`src/rtl/alu_pkg.sv`:
```
// Shared definitions for the ALU execute unit and the ALU control decoder:
// operation codes, FSM state encoding and the one-bit shift step.
package alu_pkg;

  typedef enum logic [3:0] {
    ALU_OR   = 4'b0000,
    ALU_AND  = 4'b0001,
    ALU_ADD  = 4'b0010,
    ALU_SUB  = 4'b0011,
    ALU_SLT  = 4'b0101,
    ALU_SLL  = 4'b1000,
    ALU_XOR  = 4'b1001,
    ALU_SRL  = 4'b1010,
    ALU_SRA  = 4'b1011,
    ALU_SLTU = 4'b1101
  } alu_op_e;

  typedef enum logic [1:0] {
    ST_IDLE  = 2'd0,
    ST_SHIFT = 2'd1,
    ST_DONE  = 2'd2
  } state_e;

  localparam int unsigned DATA_W  = 32;
  localparam int unsigned SHAMT_W = 5;

  // True for the multi-cycle shift operations.
  function automatic logic is_shift(input alu_op_e op);
    return (op == ALU_SLL) || (op == ALU_SRL) || (op == ALU_SRA);
  endfunction

  // Shift a value by exactly one bit in the direction/fill of op.
  function automatic logic [DATA_W-1:0] shift_one(input alu_op_e op,
                                                  input logic [DATA_W-1:0] v);
    case (op)
      ALU_SLL: return {v[DATA_W-2:0], 1'b0};
      ALU_SRL: return {1'b0, v[DATA_W-1:1]};
      ALU_SRA: return {v[DATA_W-1], v[DATA_W-1:1]};
      default: return v;
    endcase
  endfunction

endpackage

```
`src/rtl/alu_exec_unit_comb.sv`:
```
// Single-cycle ALU operations. Shift codes are reported legal but produce 0;
// the execute unit computes shifts itself over several cycles.
module alu_comb
  import alu_pkg::*;
(
  input  alu_op_e            op,
  input  logic [DATA_W-1:0]  a,
  input  logic [DATA_W-1:0]  b,
  output logic [DATA_W-1:0]  y,
  output logic               legal
);

  // Decode the operation and compute its result; unknown codes give 0.
  always_comb begin
    y     = '0;
    legal = 1'b1;
    case (op)
      ALU_OR:   y = a | b;
      ALU_AND:  y = a & b;
      ALU_ADD:  y = a + b;
      ALU_SUB:  y = a - b;
      ALU_XOR:  y = a ^ b;
      ALU_SLT:  y = {{(DATA_W-1){1'b0}}, ($signed(a) < $signed(b))};
      ALU_SLTU: y = {{(DATA_W-1){1'b0}}, (a < b)};
      ALU_SLL, ALU_SRL, ALU_SRA: y = '0;
      default:  legal = 1'b0;
    endcase
  end

endmodule

```
`src/rtl/alu_exec_unit.sv`:
```
// ALU execute unit: single-cycle ops through alu_comb, shifts by a 1-bit/cycle
// FSM (IDLE -> SHIFT -> DONE), results registered and held until consumed.
//
// Handshake: a request transfers on a rising edge where in_valid && in_ready;
// a result transfers on a rising edge where out_valid && out_ready. While
// out_valid is high, result/zero/illegal_op are stable until that transfer.
module alu_exec_unit
  import alu_pkg::*;
(
  input  logic              clk,
  input  logic              rst_n,
  input  logic              in_valid,
  output logic              in_ready,
  input  logic [3:0]        alu_op,
  input  logic [DATA_W-1:0] op_a,
  input  logic [DATA_W-1:0] op_b,
  output logic              out_valid,
  input  logic              out_ready,
  output logic [DATA_W-1:0] result,
  output logic              zero,
  output logic              illegal_op,
  output state_e            fsm_state
);

  state_e               state_q, state_d;
  logic [SHAMT_W-1:0]   cnt_q, cnt_d;
  logic [DATA_W-1:0]    work_q, work_d;
  alu_op_e              sh_op_q, sh_op_d;
  logic [DATA_W-1:0]    result_q, result_d;
  logic                 zero_q, zero_d;
  logic                 illegal_q, illegal_d;

  alu_op_e              req_op;
  logic [DATA_W-1:0]    comb_y;
  logic                 comb_legal;
  logic                 accept;

  assign req_op = alu_op_e'(alu_op);

  alu_comb u_comb (
    .op    (req_op),
    .a     (op_a),
    .b     (op_b),
    .y     (comb_y),
    .legal (comb_legal)
  );

  // Handshake outputs; in_ready is forced low while reset is asserted.
  always_comb begin
    in_ready  = rst_n && ((state_q == ST_IDLE) ||
                          ((state_q == ST_DONE) && out_ready));
    accept    = in_valid && in_ready;
    out_valid = (state_q == ST_DONE);
  end

  // Next-state and datapath: shift stepping, hand-off, and request capture.
  always_comb begin
    state_d   = state_q;
    cnt_d     = cnt_q;
    work_d    = work_q;
    sh_op_d   = sh_op_q;
    result_d  = result_q;
    zero_d    = zero_q;
    illegal_d = illegal_q;

    case (state_q)
      ST_SHIFT: begin
        work_d = shift_one(sh_op_q, work_q);
        cnt_d  = cnt_q - 1'b1;
        if (cnt_q == SHAMT_W'(1)) begin
          state_d   = ST_DONE;
          result_d  = work_d;
          zero_d    = (work_d == '0);
          illegal_d = 1'b0;
        end
      end
      ST_DONE: begin
        if (out_ready) state_d = ST_IDLE;
      end
      default: ;
    endcase

    // accept can only be high in IDLE or in DONE with out_ready.
    if (accept) begin
      if (is_shift(req_op) && (op_b[SHAMT_W-1:0] != '0)) begin
        state_d = ST_SHIFT;
        cnt_d   = op_b[SHAMT_W-1:0];
        work_d  = op_a;
        sh_op_d = req_op;
      end else begin
        state_d = ST_DONE;
        if (is_shift(req_op)) begin
          result_d  = op_a;
          illegal_d = 1'b0;
          zero_d    = (op_a == '0);
        end else begin
          result_d  = comb_y;
          illegal_d = !comb_legal;
          zero_d    = (comb_y == '0);
        end
      end
    end
  end

  // State and datapath registers with synchronous active-low reset.
  always_ff @(posedge clk) begin
    if (!rst_n) begin
      state_q   <= ST_IDLE;
      cnt_q     <= '0;
      work_q    <= '0;
      sh_op_q   <= ALU_OR;
      result_q  <= '0;
      zero_q    <= 1'b0;
      illegal_q <= 1'b0;
    end else begin
      state_q   <= state_d;
      cnt_q     <= cnt_d;
      work_q    <= work_d;
      sh_op_q   <= sh_op_d;
      result_q  <= result_d;
      zero_q    <= zero_d;
      illegal_q <= illegal_d;
    end
  end

  assign result     = result_q;
  assign zero       = zero_q;
  assign illegal_op = illegal_q;
  assign fsm_state  = state_q;

endmodule

```
`config.mk`:
```
export PLATFORM = sky130hd
export DESIGN_NAME = alu_exec_unit
export DESIGN_NICKNAME = d
export VERILOG_FILES = /design/src/rtl/alu_pkg.sv /design/src/rtl/alu_exec_unit_comb.sv /design/src/rtl/alu_exec_unit.sv
export SDC_FILE = /design/constraint.sdc
export NUM_CORES = 1
export LEC_CHECK = 0
export ABC_AREA = 0
export BUFFER_PORTS_ARGS = -buffer_cell sky130_fd_sc_hd__buf_2
export CELL_PAD_IN_SITES_DETAIL_PLACEMENT = 0
export CELL_PAD_IN_SITES_GLOBAL_PLACEMENT = 2
export CORE_MARGIN = 1
export CORE_UTILIZATION = 34
export DETAILED_ROUTE_END_ITERATION = 6
export PLACE_DENSITY = 0.81
export SYNTH_ARGS = -nofsm -noshare
export SYNTH_HDL_FRONTEND = slang
export SYNTH_SLANG_ARGS = --single-unit
```
`constraint.sdc`:
```
create_clock -name clk -period 5.1 [get_ports clk]
set_clock_uncertainty 0.05 [all_clocks]
set_input_delay 1.02 -clock clk [delete_from_list [all_inputs] [get_ports clk]]
set_output_delay 1.02 -clock clk [all_outputs]
set_load 0.01 [all_outputs]
```
==> results of run 1 <==
-- registers in the layout (all words and copies together), names as in the netlist --
register	cells
illegal_op	1
work_q	32
sh_op_q	4
result	32
fsm_state	2
zero	1
cnt_q	5
-- repair_timing --
action / CTS / global route
setup endpoints to repair: 0 / 1
gates resized for setup: 0 / 2
setup buffers: 0 / 0
-- cells in the final DEF (no fill, tap or decap), types with 4 or more instances in the layout --
cell type and instances:
nor2b_1 33, a22oi_1 11, mux2i_1 12, o21bai_1 10
o21ai_0 103, ha_1 101, nor2_1 142, a21oi_1 196
nand2b_1 12, or4_1 12, nor3_1 37, buf_4 125
a221oi_1 25, a211oi_1 57, buf_2 109, nand2_1 78
clkbuf_16 9, o211ai_1 10, o21a_1 8, o2111ai_1 4
o311a_1 5, o211a_1 4, or2_2 9, nand3_1 26
dfxtp_1 77, xor2_1 6, a221o_1 4, and2_1 8
nand4_1 14, xnor2_1 22, a31oi_1 14, o31ai_1 12
a22o_1 31, nor4_1 26, a21o_1 20, nor3b_1 4
inv_1 95, or3_1 6
-- through the flow --
step                      utilization, %  power [mW]  hold slack, ns
after floorplan                        -        1.26           0.376
after global placement              40.5        1.68           0.403
after detailed placement            40.5        1.68           0.406
after CTS                           41.6        2.38           0.434
after global routing                41.6        2.52           0.472
final                               41.6        2.39           0.430
-- worst max-delay path by stage --
stage / from / end / slack, ns / cells past startpoint
after floorplan: op_a[19] / zero / 0.48 / 15
after global placement: op_a[0] / zero / -0.09 / 17
after detailed placement: op_a[0] / zero / -0.13 / 17
after CTS: op_a[0] / zero / 0.20 / 17
after global routing: op_a[0] / zero / 0.006 / 17
final: op_a[0] / zero / 0.18 / 17
-- critical path, stage by stage --
cell and delay (ns):
buf_2 0.13, ha_1 0.18, inv_1 0.07, fa_1 0.41
nor2b_1 0.18, o31a_1 0.19, o21ai_0 0.22, a2111oi_0 0.50
buf_4 0.19, o2111ai_1 0.15, a21o_1 0.23, mux2i_1 0.11
o21ai_0 0.24, nor3_1 0.30, nand3_1 0.11, or4_1 0.55
o41ai_2 0.31
-- cell families after synthesis --
| logic type | synth area share, % |
|---|---|
| multiplexers | 1.25 |
| buffers and inverters | 7.83 |
| adder cells (fa/ha/maj) | 13.6 |
| AO/OA/AOI/OAI | 36.8 |
| AND/OR/NAND/NOR | 22.0 |
| flip-flops | 16.0 |
| XOR/XNOR | 2.55 |
-- layout make-up --
cell class / instances / area, um2
multi-input combinational: 1123 / 7360
fill: 2999 / 16200
clock buffer: 10 / 229
clock inverter: 6 / 86.3
inverter: 99 / 372
sequential: 77 / 1540
tap: 378 / 473
timing repair buffer: 235 / 1500
-- report_power, final --
group | internal, mW | switching [mW]
Combinational | 0.400 | 0.615
Clock | 0.429 | 0.267
Sequential | 0.637 | 0.0376
-- routing by layer --
metal  share of wire (%)  up-vias  wire length (um)
met4                 2.7        0              1130
met5                   0        -                 0
met2                  45      485             18800
met1                  46     5441             19200
li1                    -     5415                 -
met3                 7.0       70              2930
==> impl_metrics.toml, run 1 <==
[clock_tree]
cts_sinks = 77
htree_num_levels = 3
clk_latency_ns = 0.34
cts_buffer_depth = 2
path_clk_slew_ns = 0.06
cts_tree = "built"
cts_buffers = 9
cts-root-buf = "clkbuf_16"
ctsHoldBuffers = 0

[timing]
setup_ws_ns = 0.184
rsz0062_at_grt = "no"
slew_headroom_pct = 37.9
max_freq_mhz = 203
report.final.setup_viol = 0
worst_pin_slew_ns = 0.907
period_needed_ns = 4.92
hold_violations = 0
post-route-period-util_pct = 96.4
slew_violations = 0
final.setup.tns_ns = 0

[placed_design]
pre_cts_ws_ns = -0.135
gp_congestion = 0.968
post-place-cells = 1912
port_buffers = 109
placed_area_um2 = 11200
dp_hpwl_um = 33600

[drt]
wl_um = 42000
via_per_inst = 5.92
first_iter_violations = 1070
wl_per_cell_um = 21.8
drc_errors = 0
ant_nets = 0
dr.pass1.iters = 6
num_vias = 11411

[finish]
n_antenna_cell = 0
area_growth_pct = 20.2
final_cells = 1928
drive_above_1_share_pct = 17.7
nNetsFinal = 1720
fin_area_um2 = 11600

[logic_synthesis]
avgSynthCellArea_um2 = 6.88
syn_nets = 1573
ys_ff_latch = 77
yosysUniqueCellTypes = 76
synth_edf_count = 0
synth_top_area_share_pct = 16.0
ys_seq_area_share_pct = 16.0
yosysWarnings = 0
synthArstFlopShare_pct = 0
synth_area_leader_cell = "dfxtp_1"
yosys_most_used_dff = "dfxtp_1"
yosysMostFrequentCell = "a21oi_1"
netlist_area_um2 = 9620
synth_common_cells = "a21oi_1 (196), nor2_1 (144), o21ai_0 (103)"
syn_inst = 1398
yosys-top-cells-area = "dfxtp_1 (16%), ha_1 (13%), a21oi_1 (10%), nor2_1 (5.6%), o21ai_0 (5.4%)"

[min_path]
hp-start = "sh_op_q[2]"
hold_depth = 2
min_to = "sh_op_q[2]"
min_path_type = "reg2reg"

[global_route]
grt_pass1_vias = 10698
grt_busiest_layer = "met2"
gr-usage-met1_pct = 40.3
gr-total-overflow = 0
grt_pass1_wl_um = 63700
grt_max_degree = 67
grt_usage_pct = 28.9
grt_util_met3_pct = 3.40
antenna_found_initial = 0
met2_usage_pct = 46.1

[worst_setup_path]
r2r_cells = 13
cp_max_fo = 3
path_class = "in2reg"
reg2reg_to = "zero"
cp.required_ns = 5.30
start_kind = "primary input"
endpoint_kind = "flip-flop"
r2r_start = "sh_op_q[2]"
cp_data_arrival_time_ns = 5.11
regToRegSetupSlack_ns = 0.60

[power]
total_leakage_power_nw = 5.04
peakVddDrop_uv = 123
p_per_area_nw_per_um2 = 206

[die]
rows = 61
die_w_um = 170
die_h_um = 170
core_area_um2 = 27800
start_util_pct = 34.6
dieArea_um2 = 29000
num_io_pins = 110

[status]
run_status = "finished clean"

[job]
maxCapViolCount = 0
(Power assumes the default switching activity.)
==> run 2, diff against run 1 <==
--- a/config.mk
+++ b/config.mk
@@ -10,9 +10,9 @@
 export CELL_PAD_IN_SITES_DETAIL_PLACEMENT = 0
 export CELL_PAD_IN_SITES_GLOBAL_PLACEMENT = 2
 export CORE_MARGIN = 1
-export CORE_UTILIZATION = 34
+export CORE_UTILIZATION = 31
 export DETAILED_ROUTE_END_ITERATION = 6
-export PLACE_DENSITY = 0.81
+export PLACE_DENSITY = 0.78
 export SYNTH_ARGS = -nofsm -noshare
 export SYNTH_HDL_FRONTEND = slang
 export SYNTH_SLANG_ARGS = --single-unit
==> constraint.sdc (replaced) <==
create_clock -name clk -period 4.46 [get_ports clk]
set_clock_uncertainty 0.05 [all_clocks]
set_input_delay 0.892 -clock clk [delete_from_list [all_inputs] [get_ports clk]]
set_output_delay 0.892 -clock clk [all_outputs]
set_load 0.01 [all_outputs]
==> impl_metrics.toml, run 2 (synthesis gave the netlist of run 1 again) <==
[clock_tree]
ctsHoldBuffers = 0
cts_buffers = 9
path_clk_slew_ns = 0.06
clk_latency_ns = 0.35
htree_num_levels = 3
cts_buffer_depth = 2
cts_tree = "built"
cts-root-buf = "clkbuf_16"
cts_sinks = 77

[die]
num_io_pins = 110
start_util_pct = 31.5
die_h_um = 178
die_w_um = 178
core_area_um2 = 30600
rows = 64
dieArea_um2 = 31700

[worst_setup_path]
cpPeakStageDelay_ns = 0.54
cp_data_arrival_time_ns = 4.60
start_kind = "primary input"
crit_family = "compound AO/OA/AOI/OAI gates"
crit_buf_inv = 5
cp_slowest_cell = "or4_4"
path_common_cell = "buf_4"
critPathLaunch = "op_a[1]"
r2r_start = "sh_op_q[2]"
cp.required_ns = 4.66
path_class = "in2reg"
crit_chain = "buf_2 -> inv_1 -> ha_1 -> a211o_1 -> buf_4 -> a21oi_1 -> o22ai_2 -> buf_4 -> a22oi_1 -> o21ai_0 -> a211oi_2 -> buf_4 -> nor4b_4 -> nand4_1 -> or4_4 -> o41ai_2"
endpoint_kind = "flip-flop"
cp_max_fo = 4

[timing]
slew_violations = 0
max_freq_mhz = 228
worst_pin_slew_ns = 0.822
post-route-period-util_pct = 98.5
timing.hold.ws_ns = 0.427
slew_headroom_pct = 45.1
period_needed_ns = 4.39
rsz0062_at_grt = "yes"
hold_violations = 0
report.final.setup_viol = 0

[drt]
wl_um = 44800
dr.pass1.iters = 6
first_iter_violations = 1290
ant_nets = 0
via_per_inst = 5.64
num_vias = 12019
wl_per_cell_um = 21.0
drc_errors = 0

[power]
peakVddDrop_uv = 165
p_per_area_nw_per_um2 = 220
total_leakage_power_nw = 5.97
finalPower_mw = 2.89

[min_path]
hp-start = "illegal_op"
min_path_type = "reg2reg"

[finish]
layout_commonest_cell = "buf_4"
n_antenna_cell = 0
nNetsFinal = 1904
area_growth_pct = 36.3
layout_common_cells = "buf_4 (307), a21oi_1 (195), nor2_1 (142), buf_2 (109), ha_1 (100)"
final_util_pct = 42.9
fin_area_um2 = 13100
drive_above_1_share_pct = 27.9
final_cells = 2130

[placed_design]
gp_congestion = 0.970
port_buffers = 109
dp_hpwl_um = 36400
placed_area_um2 = 12700
post-place-cells = 2112

[global_route]
grt_pass1_vias = 11367
gr-total-overflow = 0
grt_pass1_wl_um = 67900
antenna_found_initial = 0
grt_max_degree = 67
grt_usage_pct = 28.2

[status]
run_status = "finished clean"

[job]
maxCapViolCount = 0
run 2: metal layers:
metal / vias up / GRT usage (%) / wire (um)
li1: 5783 / - / -
met1: 5768 / 39.4 / 20700
met2: 412 / 46.2 / 20500
met3: 56 / 2.39 / 2680
met4: 0 / 6.87 / 977
met5: - / 0 / 0
run 2: per-stage QoR:
stage                     setup WS [ns]  TNS (ns)
after floorplan                 0.00849         0
after global placement           -0.655     -1.06
after detailed placement         -0.727     -1.35
after CTS                        0.0683         0
after global routing             -0.129    -0.129
final                            0.0657         0
run 2: report_power, final:
| part | total [mW] | internal, mW | switching (mW) | leakage (nW) |
|---|---|---|---|---|
| Sequential | 0.770 | 0.728 | 0.0414 | 0.628 |
| Combinational | 1.37 | 0.607 | 0.767 | 5.20 |
| Clock | 0.747 | 0.435 | 0.311 | 0.146 |
run 2: final cells by class:
class,count,area (um2)
repair buffers,419,2910
flip-flops and latches,77,1540
inverters,99,372
clock inverters,7,73.8
clock buffers,9,225
fillers,3266,17500
well taps,396,495
multi-input cells,1123,7500
run 2: path summary, 6_finish.rpt:
check,endpoint,slack [ns],cells past startpoint
setup / recovery,zero,0.07,16
hold reg to reg,illegal_op,0.43,2
hold / removal,illegal_op,0.43,2
setup reg to reg,zero,0.19,13
run 2: tightest hold or removal path, stage by stage, from the launching register on:
cell	delay, ns
dfxtp_1	0.32
nand3_1	0.06
a21oi_1	0.05
run 2: repair_timing:
item                       in CTS  in global routing
pin swaps                      10                  3
setup endpoints to repair       1                  3
setup buffers                   2                  0
resized for setup              24                 11
